<file path="src/rtl/sram_port_arbiter_if.sv">
// Bus bundle between two RW requesters, one read-only requester and a dual-port SRAM macro.
// The master side drives requests and SRAM read data; the slave side is the arbiter.
interface sram_port_arbiter_if #(
    parameter int DATA_W     = 32,
    parameter int ADDR_W     = 8,
    parameter int NUM_WMASKS = 4
);
    logic                  m0_req, m1_req;
    logic                  m0_we, m1_we;
    logic [NUM_WMASKS-1:0] m0_wmask, m1_wmask;
    logic [ADDR_W-1:0]     m0_addr, m1_addr;
    logic [DATA_W-1:0]     m0_wdata, m1_wdata;
    logic                  m0_gnt, m1_gnt;
    logic                  m0_rvalid, m1_rvalid;
    logic [DATA_W-1:0]     m0_rdata, m1_rdata;

    logic                  r_req;
    logic [ADDR_W-1:0]     r_addr;
    logic                  r_gnt;
    logic                  r_rvalid;
    logic [DATA_W-1:0]     r_rdata;

    logic                  sram_csb0, sram_web0;
    logic [NUM_WMASKS-1:0] sram_wmask0;
    logic [ADDR_W-1:0]     sram_addr0;
    logic [DATA_W-1:0]     sram_din0;
    logic [DATA_W-1:0]     sram_dout0;
    logic                  sram_csb1;
    logic [ADDR_W-1:0]     sram_addr1;
    logic [DATA_W-1:0]     sram_dout1;

    logic [7:0]            stall_cnt;

    modport master (
        output m0_req, m1_req, m0_we, m1_we, m0_wmask, m1_wmask,
        output m0_addr, m1_addr, m0_wdata, m1_wdata, r_req, r_addr,
        output sram_dout0, sram_dout1,
        input  m0_gnt, m1_gnt, m0_rvalid, m1_rvalid, m0_rdata, m1_rdata,
        input  r_gnt, r_rvalid, r_rdata,
        input  sram_csb0, sram_web0, sram_wmask0, sram_addr0, sram_din0,
        input  sram_csb1, sram_addr1, stall_cnt
    );

    modport slave (
        input  m0_req, m1_req, m0_we, m1_we, m0_wmask, m1_wmask,
        input  m0_addr, m1_addr, m0_wdata, m1_wdata, r_req, r_addr,
        input  sram_dout0, sram_dout1,
        output m0_gnt, m1_gnt, m0_rvalid, m1_rvalid, m0_rdata, m1_rdata,
        output r_gnt, r_rvalid, r_rdata,
        output sram_csb0, sram_web0, sram_wmask0, sram_addr0, sram_din0,
        output sram_csb1, sram_addr1, stall_cnt
    );
endinterface

</file>
<file path="src/rtl/sram_port_arbiter.sv">
// Round-robin arbiter for SRAM port 0 (two RW requesters) plus a read-only requester on
// port 1 that stalls on same-address port-0 writes and is forced through after two stalls.
module sram_port_arbiter #(
    parameter int DATA_W     = 32,
    parameter int ADDR_W     = 8,
    parameter int NUM_WMASKS = 4
) (
    input  logic               clk,
    input  logic               rstn,
    sram_port_arbiter_if.slave bus
);
    logic [1:0]            req, we, blocked, eligible, gnt;
    logic [ADDR_W-1:0]     addr_arr  [2];
    logic [DATA_W-1:0]     wdata_arr [2];
    logic [NUM_WMASKS-1:0] wmask_arr [2];

    logic       sel, p0_active, p0_we, conflict, force_r, r_gnt;
    logic       rr_reg, rr_next;
    logic [1:0] rvalid_reg;
    logic       r_rvalid_reg;
    logic [1:0] stall_run_reg, stall_run_next;
    logic [7:0] stall_cnt_reg, stall_cnt_next;

    assign req          = {bus.m1_req, bus.m0_req};
    assign we           = {bus.m1_we, bus.m0_we};
    assign addr_arr[0]  = bus.m0_addr;
    assign addr_arr[1]  = bus.m1_addr;
    assign wdata_arr[0] = bus.m0_wdata;
    assign wdata_arr[1] = bus.m1_wdata;
    assign wmask_arr[0] = bus.m0_wmask;
    assign wmask_arr[1] = bus.m1_wmask;

    // Once the reader has stalled twice in a row, same-address writes are held off for a cycle.
    assign force_r = bus.r_req & (stall_run_reg >= 2'd2);

    generate
        for (genvar gi = 0; gi < 2; gi++) begin : g_req
            assign blocked[gi]  = force_r & req[gi] & we[gi] & (addr_arr[gi] == bus.r_addr);
            assign eligible[gi] = req[gi] & ~blocked[gi];
        end
    endgenerate

    always_comb begin
        gnt = 2'b00;
        if (rstn) begin
            if (eligible == 2'b11) gnt = rr_reg ? 2'b10 : 2'b01;
            else                   gnt = eligible;
        end
    end

    assign sel       = gnt[1];
    assign p0_active = |gnt;
    assign p0_we     = p0_active & we[sel];
    assign conflict  = bus.r_req & p0_we & (addr_arr[sel] == bus.r_addr);
    assign r_gnt     = rstn & bus.r_req & ~conflict;

    assign bus.m0_gnt      = gnt[0];
    assign bus.m1_gnt      = gnt[1];
    assign bus.r_gnt       = r_gnt;
    assign bus.sram_csb0   = ~p0_active;
    assign bus.sram_web0   = ~p0_we;
    assign bus.sram_wmask0 = wmask_arr[sel];
    assign bus.sram_addr0  = addr_arr[sel];
    assign bus.sram_din0   = wdata_arr[sel];
    assign bus.sram_csb1   = ~r_gnt;
    assign bus.sram_addr1  = bus.r_addr;

    assign bus.m0_rvalid = rvalid_reg[0];
    assign bus.m1_rvalid = rvalid_reg[1];
    assign bus.m0_rdata  = bus.sram_dout0;
    assign bus.m1_rdata  = bus.sram_dout0;
    assign bus.r_rvalid  = r_rvalid_reg;
    assign bus.r_rdata   = bus.sram_dout1;
    assign bus.stall_cnt = stall_cnt_reg;

    always_comb begin
        rr_next = rr_reg;
        if (gnt[0])      rr_next = 1'b1;
        else if (gnt[1]) rr_next = 1'b0;

        stall_run_next = stall_run_reg;
        if (!bus.r_req || r_gnt)                   stall_run_next = 2'd0;
        else if (conflict && stall_run_reg != 2'd3) stall_run_next = stall_run_reg + 2'd1;

        stall_cnt_next = stall_cnt_reg;
        if (conflict && stall_cnt_reg != 8'hFF) stall_cnt_next = stall_cnt_reg + 8'd1;
    end

    always_ff @(posedge clk or negedge rstn) begin
        if (!rstn) begin
            rr_reg        <= 1'b0;
            rvalid_reg    <= 2'b00;
            r_rvalid_reg  <= 1'b0;
            stall_run_reg <= 2'd0;
            stall_cnt_reg <= 8'd0;
        end else begin
            rr_reg        <= rr_next;
            rvalid_reg    <= gnt & ~we;
            r_rvalid_reg  <= r_gnt;
            stall_run_reg <= stall_run_next;
            stall_cnt_reg <= stall_cnt_next;
        end
    end
endmodule
</file>
<file path="src/flat_wrapper.sv">
// flat-port wrapper written by rule: the top's interface ports become plain ports
module sram_port_arbiter_flat 
#(
    parameter int DATA_W     = 32,
    parameter int ADDR_W     = 8,
    parameter int NUM_WMASKS = 4
)
  (clk, rstn, bus_m0_req, bus_m1_req, bus_m0_we, bus_m1_we, bus_m0_wmask, bus_m1_wmask, bus_m0_addr, bus_m1_addr, bus_m0_wdata, bus_m1_wdata, bus_r_req, bus_r_addr, bus_sram_dout0, bus_sram_dout1, bus_m0_gnt, bus_m1_gnt, bus_m0_rvalid, bus_m1_rvalid, bus_m0_rdata, bus_m1_rdata, bus_r_gnt, bus_r_rvalid, bus_r_rdata, bus_sram_csb0, bus_sram_web0, bus_sram_wmask0, bus_sram_addr0, bus_sram_din0, bus_sram_csb1, bus_sram_addr1, bus_stall_cnt);
  sram_port_arbiter_if #(.DATA_W(DATA_W), .ADDR_W(ADDR_W), .NUM_WMASKS(NUM_WMASKS)) bus_i ();
  input  logic clk;
  input  logic rstn;
  input wire logic [$bits(bus_i.m0_req)-1:0] bus_m0_req;
  input wire logic [$bits(bus_i.m1_req)-1:0] bus_m1_req;
  input wire logic [$bits(bus_i.m0_we)-1:0] bus_m0_we;
  input wire logic [$bits(bus_i.m1_we)-1:0] bus_m1_we;
  input wire logic [$bits(bus_i.m0_wmask)-1:0] bus_m0_wmask;
  input wire logic [$bits(bus_i.m1_wmask)-1:0] bus_m1_wmask;
  input wire logic [$bits(bus_i.m0_addr)-1:0] bus_m0_addr;
  input wire logic [$bits(bus_i.m1_addr)-1:0] bus_m1_addr;
  input wire logic [$bits(bus_i.m0_wdata)-1:0] bus_m0_wdata;
  input wire logic [$bits(bus_i.m1_wdata)-1:0] bus_m1_wdata;
  input wire logic [$bits(bus_i.r_req)-1:0] bus_r_req;
  input wire logic [$bits(bus_i.r_addr)-1:0] bus_r_addr;
  input wire logic [$bits(bus_i.sram_dout0)-1:0] bus_sram_dout0;
  input wire logic [$bits(bus_i.sram_dout1)-1:0] bus_sram_dout1;
  output wire logic [$bits(bus_i.m0_gnt)-1:0] bus_m0_gnt;
  output wire logic [$bits(bus_i.m1_gnt)-1:0] bus_m1_gnt;
  output wire logic [$bits(bus_i.m0_rvalid)-1:0] bus_m0_rvalid;
  output wire logic [$bits(bus_i.m1_rvalid)-1:0] bus_m1_rvalid;
  output wire logic [$bits(bus_i.m0_rdata)-1:0] bus_m0_rdata;
  output wire logic [$bits(bus_i.m1_rdata)-1:0] bus_m1_rdata;
  output wire logic [$bits(bus_i.r_gnt)-1:0] bus_r_gnt;
  output wire logic [$bits(bus_i.r_rvalid)-1:0] bus_r_rvalid;
  output wire logic [$bits(bus_i.r_rdata)-1:0] bus_r_rdata;
  output wire logic [$bits(bus_i.sram_csb0)-1:0] bus_sram_csb0;
  output wire logic [$bits(bus_i.sram_web0)-1:0] bus_sram_web0;
  output wire logic [$bits(bus_i.sram_wmask0)-1:0] bus_sram_wmask0;
  output wire logic [$bits(bus_i.sram_addr0)-1:0] bus_sram_addr0;
  output wire logic [$bits(bus_i.sram_din0)-1:0] bus_sram_din0;
  output wire logic [$bits(bus_i.sram_csb1)-1:0] bus_sram_csb1;
  output wire logic [$bits(bus_i.sram_addr1)-1:0] bus_sram_addr1;
  output wire logic [$bits(bus_i.stall_cnt)-1:0] bus_stall_cnt;
  assign bus_i.m0_req = bus_m0_req;
  assign bus_i.m1_req = bus_m1_req;
  assign bus_i.m0_we = bus_m0_we;
  assign bus_i.m1_we = bus_m1_we;
  assign bus_i.m0_wmask = bus_m0_wmask;
  assign bus_i.m1_wmask = bus_m1_wmask;
  assign bus_i.m0_addr = bus_m0_addr;
  assign bus_i.m1_addr = bus_m1_addr;
  assign bus_i.m0_wdata = bus_m0_wdata;
  assign bus_i.m1_wdata = bus_m1_wdata;
  assign bus_i.r_req = bus_r_req;
  assign bus_i.r_addr = bus_r_addr;
  assign bus_i.sram_dout0 = bus_sram_dout0;
  assign bus_i.sram_dout1 = bus_sram_dout1;
  assign bus_m0_gnt = bus_i.m0_gnt;
  assign bus_m1_gnt = bus_i.m1_gnt;
  assign bus_m0_rvalid = bus_i.m0_rvalid;
  assign bus_m1_rvalid = bus_i.m1_rvalid;
  assign bus_m0_rdata = bus_i.m0_rdata;
  assign bus_m1_rdata = bus_i.m1_rdata;
  assign bus_r_gnt = bus_i.r_gnt;
  assign bus_r_rvalid = bus_i.r_rvalid;
  assign bus_r_rdata = bus_i.r_rdata;
  assign bus_sram_csb0 = bus_i.sram_csb0;
  assign bus_sram_web0 = bus_i.sram_web0;
  assign bus_sram_wmask0 = bus_i.sram_wmask0;
  assign bus_sram_addr0 = bus_i.sram_addr0;
  assign bus_sram_din0 = bus_i.sram_din0;
  assign bus_sram_csb1 = bus_i.sram_csb1;
  assign bus_sram_addr1 = bus_i.sram_addr1;
  assign bus_stall_cnt = bus_i.stall_cnt;
  sram_port_arbiter #(.DATA_W(DATA_W), .ADDR_W(ADDR_W), .NUM_WMASKS(NUM_WMASKS)) u_core (.clk(clk), .rstn(rstn), .bus(bus_i));
endmodule
</file>
<file path="config.mk">
export PLATFORM = sky130hd
export DESIGN_NAME = sram_port_arbiter_flat
export DESIGN_NICKNAME = d
export VERILOG_FILES = /design/src/rtl/sram_port_arbiter_if.sv /design/src/rtl/sram_port_arbiter.sv /design/src/flat_wrapper.sv
export SDC_FILE = /design/constraint.sdc
export NUM_CORES = 1
export LEC_CHECK = 0
export CAP_MARGIN = 20
export CORE_AREA = 2 2 127 129
export CTS_CLUSTER_SIZE = 8
export DETAILED_ROUTE_END_ITERATION = 8
export DIE_AREA = 0 0 129 131
export MAX_ROUTING_LAYER = met4
export SYNTH_ARGS = -nofsm -noshare
export SYNTH_HDL_FRONTEND = slang
export SYNTH_SLANG_ARGS = --single-unit
</file>
<file path="constraint.sdc">
create_clock -name clk -period 2.93 [get_ports clk]
set_clock_uncertainty 0.15 [all_clocks]
set_input_delay 0.586 -clock clk [delete_from_list [all_inputs] [get_ports clk]]
set_output_delay 0.586 -clock clk [all_outputs]
set_load 0.01 [all_outputs]
</file>
==> summary.md, run 1 <==
| Metric | Value |
|---|---|
| Status | `complete, but fails checks` |
| Failing checks | `setup timing` |
| CTS sink count | `14` |
| #FFs+latches synth | `14` |
| DP Worst Slack | `-1388 ps` |
| Clk slew on worst S/H paths | `40 ps` |
| Drt first pass iters | `4` |
| Static leakage | `1.826 nW` |
| Data required, critical path | `2190 ps` |
| Final Non-Filler Cells | `613` |
| GPL Wtd Cong | `0.8682` |
| FP Rows | `46` |
| Sequential cell area | `between 300 and 400 um2` |
| DIE WIDTH | `around 130 um` |
| Tcrit/Tclk final | `1.201` |
| Worst slew pin tran | `471.9 ps` |
| Die ar. | `approximately 17000 um2` |
| Final hold vios | `0` |
| Min-delay worst type | `reg2reg` |
| Max-slew headroom | `0.6846` |
| IO buf count | `approximately 170` |
| Gr ovfl total | `0` |
| Final core occ | `0.2725` |
| Fillcell total | `1637` |
| Initial Util | `0.1579` |
| CP max stage delay | `between 300 and 400 ps` |
| Distinct cells, synth | `45` |
| Cell taking the most area after synthesis | `buf_4` |
| Mapped Cells | `approximately 280` |
| Number of remaining DRC errors | `0` |
| Max frequency | `284.2 MHz` |
| Multi-input gate area | `about 1400 um2` |
| Syn_nets | `roughly 450` |
| Yosys top cell area share | `0.3169` |
| Core footprint | `15600 um2` |
| Vias in the first global route | `2486` |
| CP cell instances | `dlygate4sd2_1 > xnor2_1 > nand4_1 > o31a_1 > buf_6 > buf_4 > nand2_4 > a32oi_2 > a211o_1 > nor4_4 > or2_4 > inv_4 > buf_6` |
| Routed WL | `approximately 11000 um` |
| Setup ws final | `-588.4 ps` |
| Max reg flops | `8` |
| CTS buffer count | `3` |
| Crit path buf inv count | `5` |
| Layout cells sized above 1 | `0.4264` |
| Cell Pwr Density | `243.7 nW/um2` |
| Top post-synthesis cells by area | `buf_4 (32%), mux2_2 (18%), dfrtp_1 (14%)` |
| Post-route ant nets | `0` |
| Syn Std Cell Area | `between 2000 and 2500 um2` |
| Root Buffer Master | `clkbuf_16` |
| Critical path startpoint category | `primary input` |
| Max-cap violations | `0` |
| Mapped Avg Cell Area | `8.894 um2` |
| Post-route design area | `~4300 um2` |
| Die H | `roughly 130 um` |
| Total negative setup slack | `-20200 ps` |
| Total Nets Final | `566` |
| Wire length per cell | `18.13 um` |
| Final Hold Slack | `around 350 ps` |
| Global-route wire length before repair | `14940 um` |
| Post-synthesis sequential area ratio | `0.1422` |
| CP Max Fanout | `3` |
| H-Tree Depth | `1` |
| Pwr Total | `1.036 mW` |
| IO Count | `between 300 and 400` |
| Slowest cell on crit path | `o31a_1` |
| Worst VDD drop | `between 0.1 and 0.15 mV` |
| CTS tree | `built` |
| Worst-case clock buffer depth | `2` |
| Tmin final | `3518 ps` |
| DR vias/cell | `3.793` |
| Largest net degree at the start of global routing | `19` |
| Synth warn | `0` |
| Top delay family on crit path | `compound AO/OA/AOI/OAI gates` |
| 1st-iter DRT viols | `53` |
| RSZ-0062 raised after global routing | `yes` |
| CP most frequent cell | `buf_6` |
| Commonest cells after routing, fill and taps aside | `clkdlybuf4s50_1 (104), buf_4 (46), mux2_2 (40)` |
| Vias post-DR | `2325` |
| Critical path type | `in2out` |
| Final setup viols | `54` |
| Max Slew Vio Count | `0` |
| Worst skew pair latency | `240 ps` |
| Critical path endpoint category | `primary output` |
| CP arrival | `2780 ps` |
| Number of antenna violations at the first check in global routing | `3` |
| Placed Area | `3988 um2` |
| Placed cell count | `598` |
| Post-DP HPWL | `about 9800 um` |
| Synth-to-Final Area Change | `72.52%` |
| Commonest non-fill, non-tap cell in the layout | `clkdlybuf4s50_1` |
| GRT Util Overall | `0.1237` |
-- what timing repair did --
item                                    CTS  global route
setup buffers                             8             3
pin swaps                                29             9
cloned                                    1             0
resized for setup                       167            25
hold buffers                              0             0
endpoints found under the setup margin   61            60
-- layout make-up --
| class | instances | area share |
|---|---|---|
| Antenna cell | 3 | 0.001766 |
| Multi-Input combinational cell | 141 | 0.3324 |
| Timing Repair Buffer | 225 | 0.4907 |
| Clock buffer | 3 | 0.01766 |
| Sequential cell | 14 | 0.08243 |
| Inverter | 11 | 0.01148 |
| Tap cell | 216 | 0.06359 |
-- worst paths after layout --
check | startpoint | end | slack, ps | cells past startpoint
hold / removal | u_core.bus.stall_cnt[6]$_DFFE_PN0P_ | u_core.bus.stall_cnt[6]$_DFFE_PN0P_ | 350 | 1
hold reg to reg | u_core.bus.stall_cnt[6]$_DFFE_PN0P_ | u_core.bus.stall_cnt[6]$_DFFE_PN0P_ | 350 | 1
setup reg to reg | u_core.stall_run_reg[0]$_DFFE_PN0P_ | u_core.bus.stall_cnt[1]$_DFFE_PN0P_ | -80 | 14
setup / recovery | bus_m1_addr[5] | bus_r_gnt | -590 | 13
min in group asynchronous | rstn | u_core.bus.stall_cnt[3]$_DFFE_PN0P_ | 690 | 2
max in group asynchronous | rstn | u_core.bus.stall_cnt[1]$_DFFE_PN0P_ | 1660 | 3
-- power by group --
part / switching [mW] / total (mW) / internal [mW]
Clock: 0.0720 / 0.250 / 0.178
Sequential: 0.00363 / 0.203 / 0.199
Combinational: 0.227 / 0.583 / 0.356
-- logic make-up (layout without fill, tap and decap cells) --
group | Yosys count | in the layout | share of synthesized area
buf+inv | 122 | 239 | 0.3504
simple gates | 50 | 50 | 0.1356
mux | 47 | 47 | 0.2118
xor+xnor | 22 | 22 | 0.08126
compound gates | 19 | 19 | 0.06348
flops | 14 | 14 | 0.1422
fa+ha+maj | 3 | 3 | 0.01524
other cells | 0 | 3 | 0
-- cells in the mapped netlist, drive strengths merged --
master and number:
nand4bb 1, nor2b 5, nand2b 7, o21a 1, dfrtp 14, or2 1
nor3b 2, a31oi 2, a221oi 1, nand3 7, a22oi 2, nand4 5
buf 109, xnor2 18, mux2 41, a21oi 1, nor4 1, or3 1
xor2 4, clkbuf 2, ha 3, a32oi 1, inv 10, mux2i 6
and3 1, a211o 1, a211oi 1, nor2 6, a2111oi 1, o21ai 5
o311ai 1, o31a 2, clkinv 1, and2 1, nor3 3, nand4b 2
nand2 7
-- layer usage --
metal,track usage,wire (um)
met1,0.1120,3621
met2,0.2322,6010
met3,0.06759,1380
met4,0.01982,101
met5,-,0
(Power assumes the default switching activity.)
==> run 2: changes to the inputs <==
==> constraint.sdc (replaced) <==
create_clock -name clk -period 2.93 [get_ports clk]
set_clock_uncertainty 0.15 [all_clocks]
set_input_delay 0.4395 -clock clk [delete_from_list [all_inputs] [get_ports clk]]
set_output_delay 0.4395 -clock clk [all_outputs]
set_load 0.01 [all_outputs]
==> run 2 against run 1 <==
Critical endpoint unchanged. Maximum frequency rose by 7.0%. Hold slack improved by 2.7 ps. Largest cell class unchanged. Sequential share of layout area barely moved. First-iteration DRC count fell by 17%. Non-clock buffer count rose by 12. The flow still finishes with violations (setup timing).
==> summary.md, run 2 (synthesis gave the netlist of run 1 again) <==
| Metric | Value |
|---|---|
| Final core occ | `0.2729` |
| RSZ-0062 raised after global routing | `yes` |
| Worst VDD drop | `0.1277 mV` |
| GPL Wtd Cong | `0.8285` |
| Final setup viols | `42` |
| CTS sink count | `14` |
| CTS tree | `built` |
| 1st-iter DRT viols | `44` |
| Tcrit/Tclk final | `1.122` |
| # hold bufs at CTS | `0` |
| Max reg flops | `8` |
| H-Tree Depth | `1` |
| IO Count | `roughly 330` |
| Die H | `131 um` |
| Routed WL | `10880 um` |
| Die ar. | `16900 um2` |
| IO buf count | `approximately 170` |
| Global-route wire length before repair | `between 10000 and 15000 um` |
| Slowest cell on crit path | `o31a_1` |
| GRT Util Overall | `0.1157` |
| Max Slew Vio Count | `0` |
| Wire length per cell | `17.41 um` |
| Status | `complete, but fails checks` |
| Top delay family on crit path | `compound AO/OA/AOI/OAI gates` |
| CP Max Fanout | `4` |
| Critical path startpoint category | `primary input` |
| Critical path type | `in2out` |
| Gr ovfl total | `0` |
| Max-cap violations | `0` |
| Commonest cells after routing, fill and taps aside | `clkdlybuf4s50_1 (95), buf_4 (55), mux2_2 (40)` |
| Total Nets Final | `578` |
| Root Buffer Master | `clkbuf_16` |
| Post-route ant nets | `0` |
| CTS buffer count | `3` |
| CP arrival | `about 2700 ps` |
| Number of antenna violations at the first check in global routing | `3` |
| Drt first pass iters | `3` |
| DIE WIDTH | `around 130 um` |
| CP max stage delay | `370 ps` |
| Core footprint | `15600 um2` |
| Setup ws final | `-357.5 ps` |
| Critical path endpoint category | `primary output` |
| Largest net degree at the start of global routing | `31` |
| FP Rows | `46` |
| Layout cells sized above 1 | `0.4729` |
| Max frequency | `slightly above 300 MHz` |
| Post-DP HPWL | `around 9200 um` |
| Worst skew pair latency | `240 ps` |
| Crit path buf inv count | `5` |
| Worst slew pin tran | `425.8 ps` |
| Data required, critical path | `2340 ps` |
| Final hold vios | `0` |
| Failing checks | `setup timing` |
| Static leakage | `1.913 nW` |
| Commonest non-fill, non-tap cell in the layout | `clkdlybuf4s50_1` |
| Min-delay worst type | `reg2reg` |
| Synth-to-Final Area Change | `72.78%` |
| Tmin final | `3288 ps` |
| Vias post-DR | `2337` |
| DR vias/cell | `3.739` |
| Vias in the first global route | `2414` |
| Max-slew headroom | `0.7088` |
| Initial Util | `0.1579` |
| Clk slew on worst S/H paths | `40 ps` |
| Cell Pwr Density | `240.8 nW/um2` |
| CP cell instances | `clkdlybuf4s15_2 > buf_4 > xnor2_2 > nand4_1 > o31a_1 > nand3_4 > clkinv_4 > mux2i_4 > a211o_1 > nor4_4 > or2_4 > inv_2 > buf_6` |
| Final Non-Filler Cells | `625` |
| Number of remaining DRC errors | `0` |
| Worst-case clock buffer depth | `2` |
| Placed cell count | `601` |
-- run 2: final timing paths --
path                                                      from                                   to  slack, ps  cells after the start
max                                              bus_r_addr[0]                            bus_r_gnt       -360                     13
min                        u_core.bus.stall_cnt[6]$_DFFE_PN0P_  u_core.bus.stall_cnt[6]$_DFFE_PN0P_        350                      1
max reg2reg                u_core.stall_run_reg[1]$_DFFE_PN0P_  u_core.bus.stall_cnt[6]$_DFFE_PN0P_        -80                     14
min reg2reg                u_core.bus.stall_cnt[6]$_DFFE_PN0P_  u_core.bus.stall_cnt[6]$_DFFE_PN0P_        350                      1
max in group asynchronous                                 rstn  u_core.bus.stall_cnt[7]$_DFFE_PN0P_       1970                      3
min in group asynchronous                                 rstn       u_core.rvalid_reg[0]$_DFF_PN0_        530                      3
-- run 2: metal layers --
metal | vias to the layer above | global-route usage | wire (um) | share of wire
li1 | 1096 | - | - | -
met2 | 167 | 0.2141 | 5870 | 0.54
met4 | 0 | 0.02558 | 146 | 0.013
met5 | - | - | 0 | 0
met3 | 14 | 0.05049 | 1163 | 0.11
met1 | 1060 | 0.1121 | 3703 | 0.34
-- run 2: through the flow --
stage | setup slack, ps | area [um2] | hold slack (ps) | total power, mW | TNS, ps
2_1_floorplan | 13.27 | 2470 | -6.091 | 0.5404 | 0
4_1_cts | -410.2 | 4164 | 362.5 | 1.021 | -6119
6_report | -357.5 | 4257 | 353.2 | 1.025 | -5302
3_3_place_gp | -1036 | 3995 | 335.2 | 0.7713 | -43180
3_5_place_dp | -1099 | 3995 | 354.6 | 0.7761 | -48930
5_1_grt | -541.0 | 4257 | 391.6 | 1.080 | -10590
-- run 2: final cells by class --
type,count,area (um2)
Timing Repair Buffer,237,2096
Clock buffer,3,75.07
Inverter,11,46.29
Sequential cell,14,350.3
Tap cell,216,270.3
Antenna cell,3,7.507
Multi-Input combinational cell,141,1411
Fill cell,1689,11340
-- run 2: where the power goes --
group / switching (mW) / total [mW] / internal (mW)
sequential: 0.00479 / 0.204 / 0.199
clock: 0.0681 / 0.246 / 0.178
combinational: 0.228 / 0.575 / 0.346
total: 0.301 / 1.02 / 0.723
-- run 2: worst register-to-register path, cell delays in order, from the launching register on --
cell and delay, ps:
dfrtp_1 400, ha_1 170, o21a_1 150, nand4b_1 170, o311ai_4 310, nand3_4 150
clkinv_4 100, buf_6 100, mux2i_2 240, buf_4 150, nor3b_4 210, nand4_4 130
buf_8 180, nor3_4 180, xor2_1 150
-- run 2: repair_timing --
action	4_1_cts	5_1_grt
resized for setup	179	72
setup buffers	8	7
gates cloned	0	3
endpoints found under the hold margin	0	0
pin swaps	18	7
setup endpoints to repair	61	58
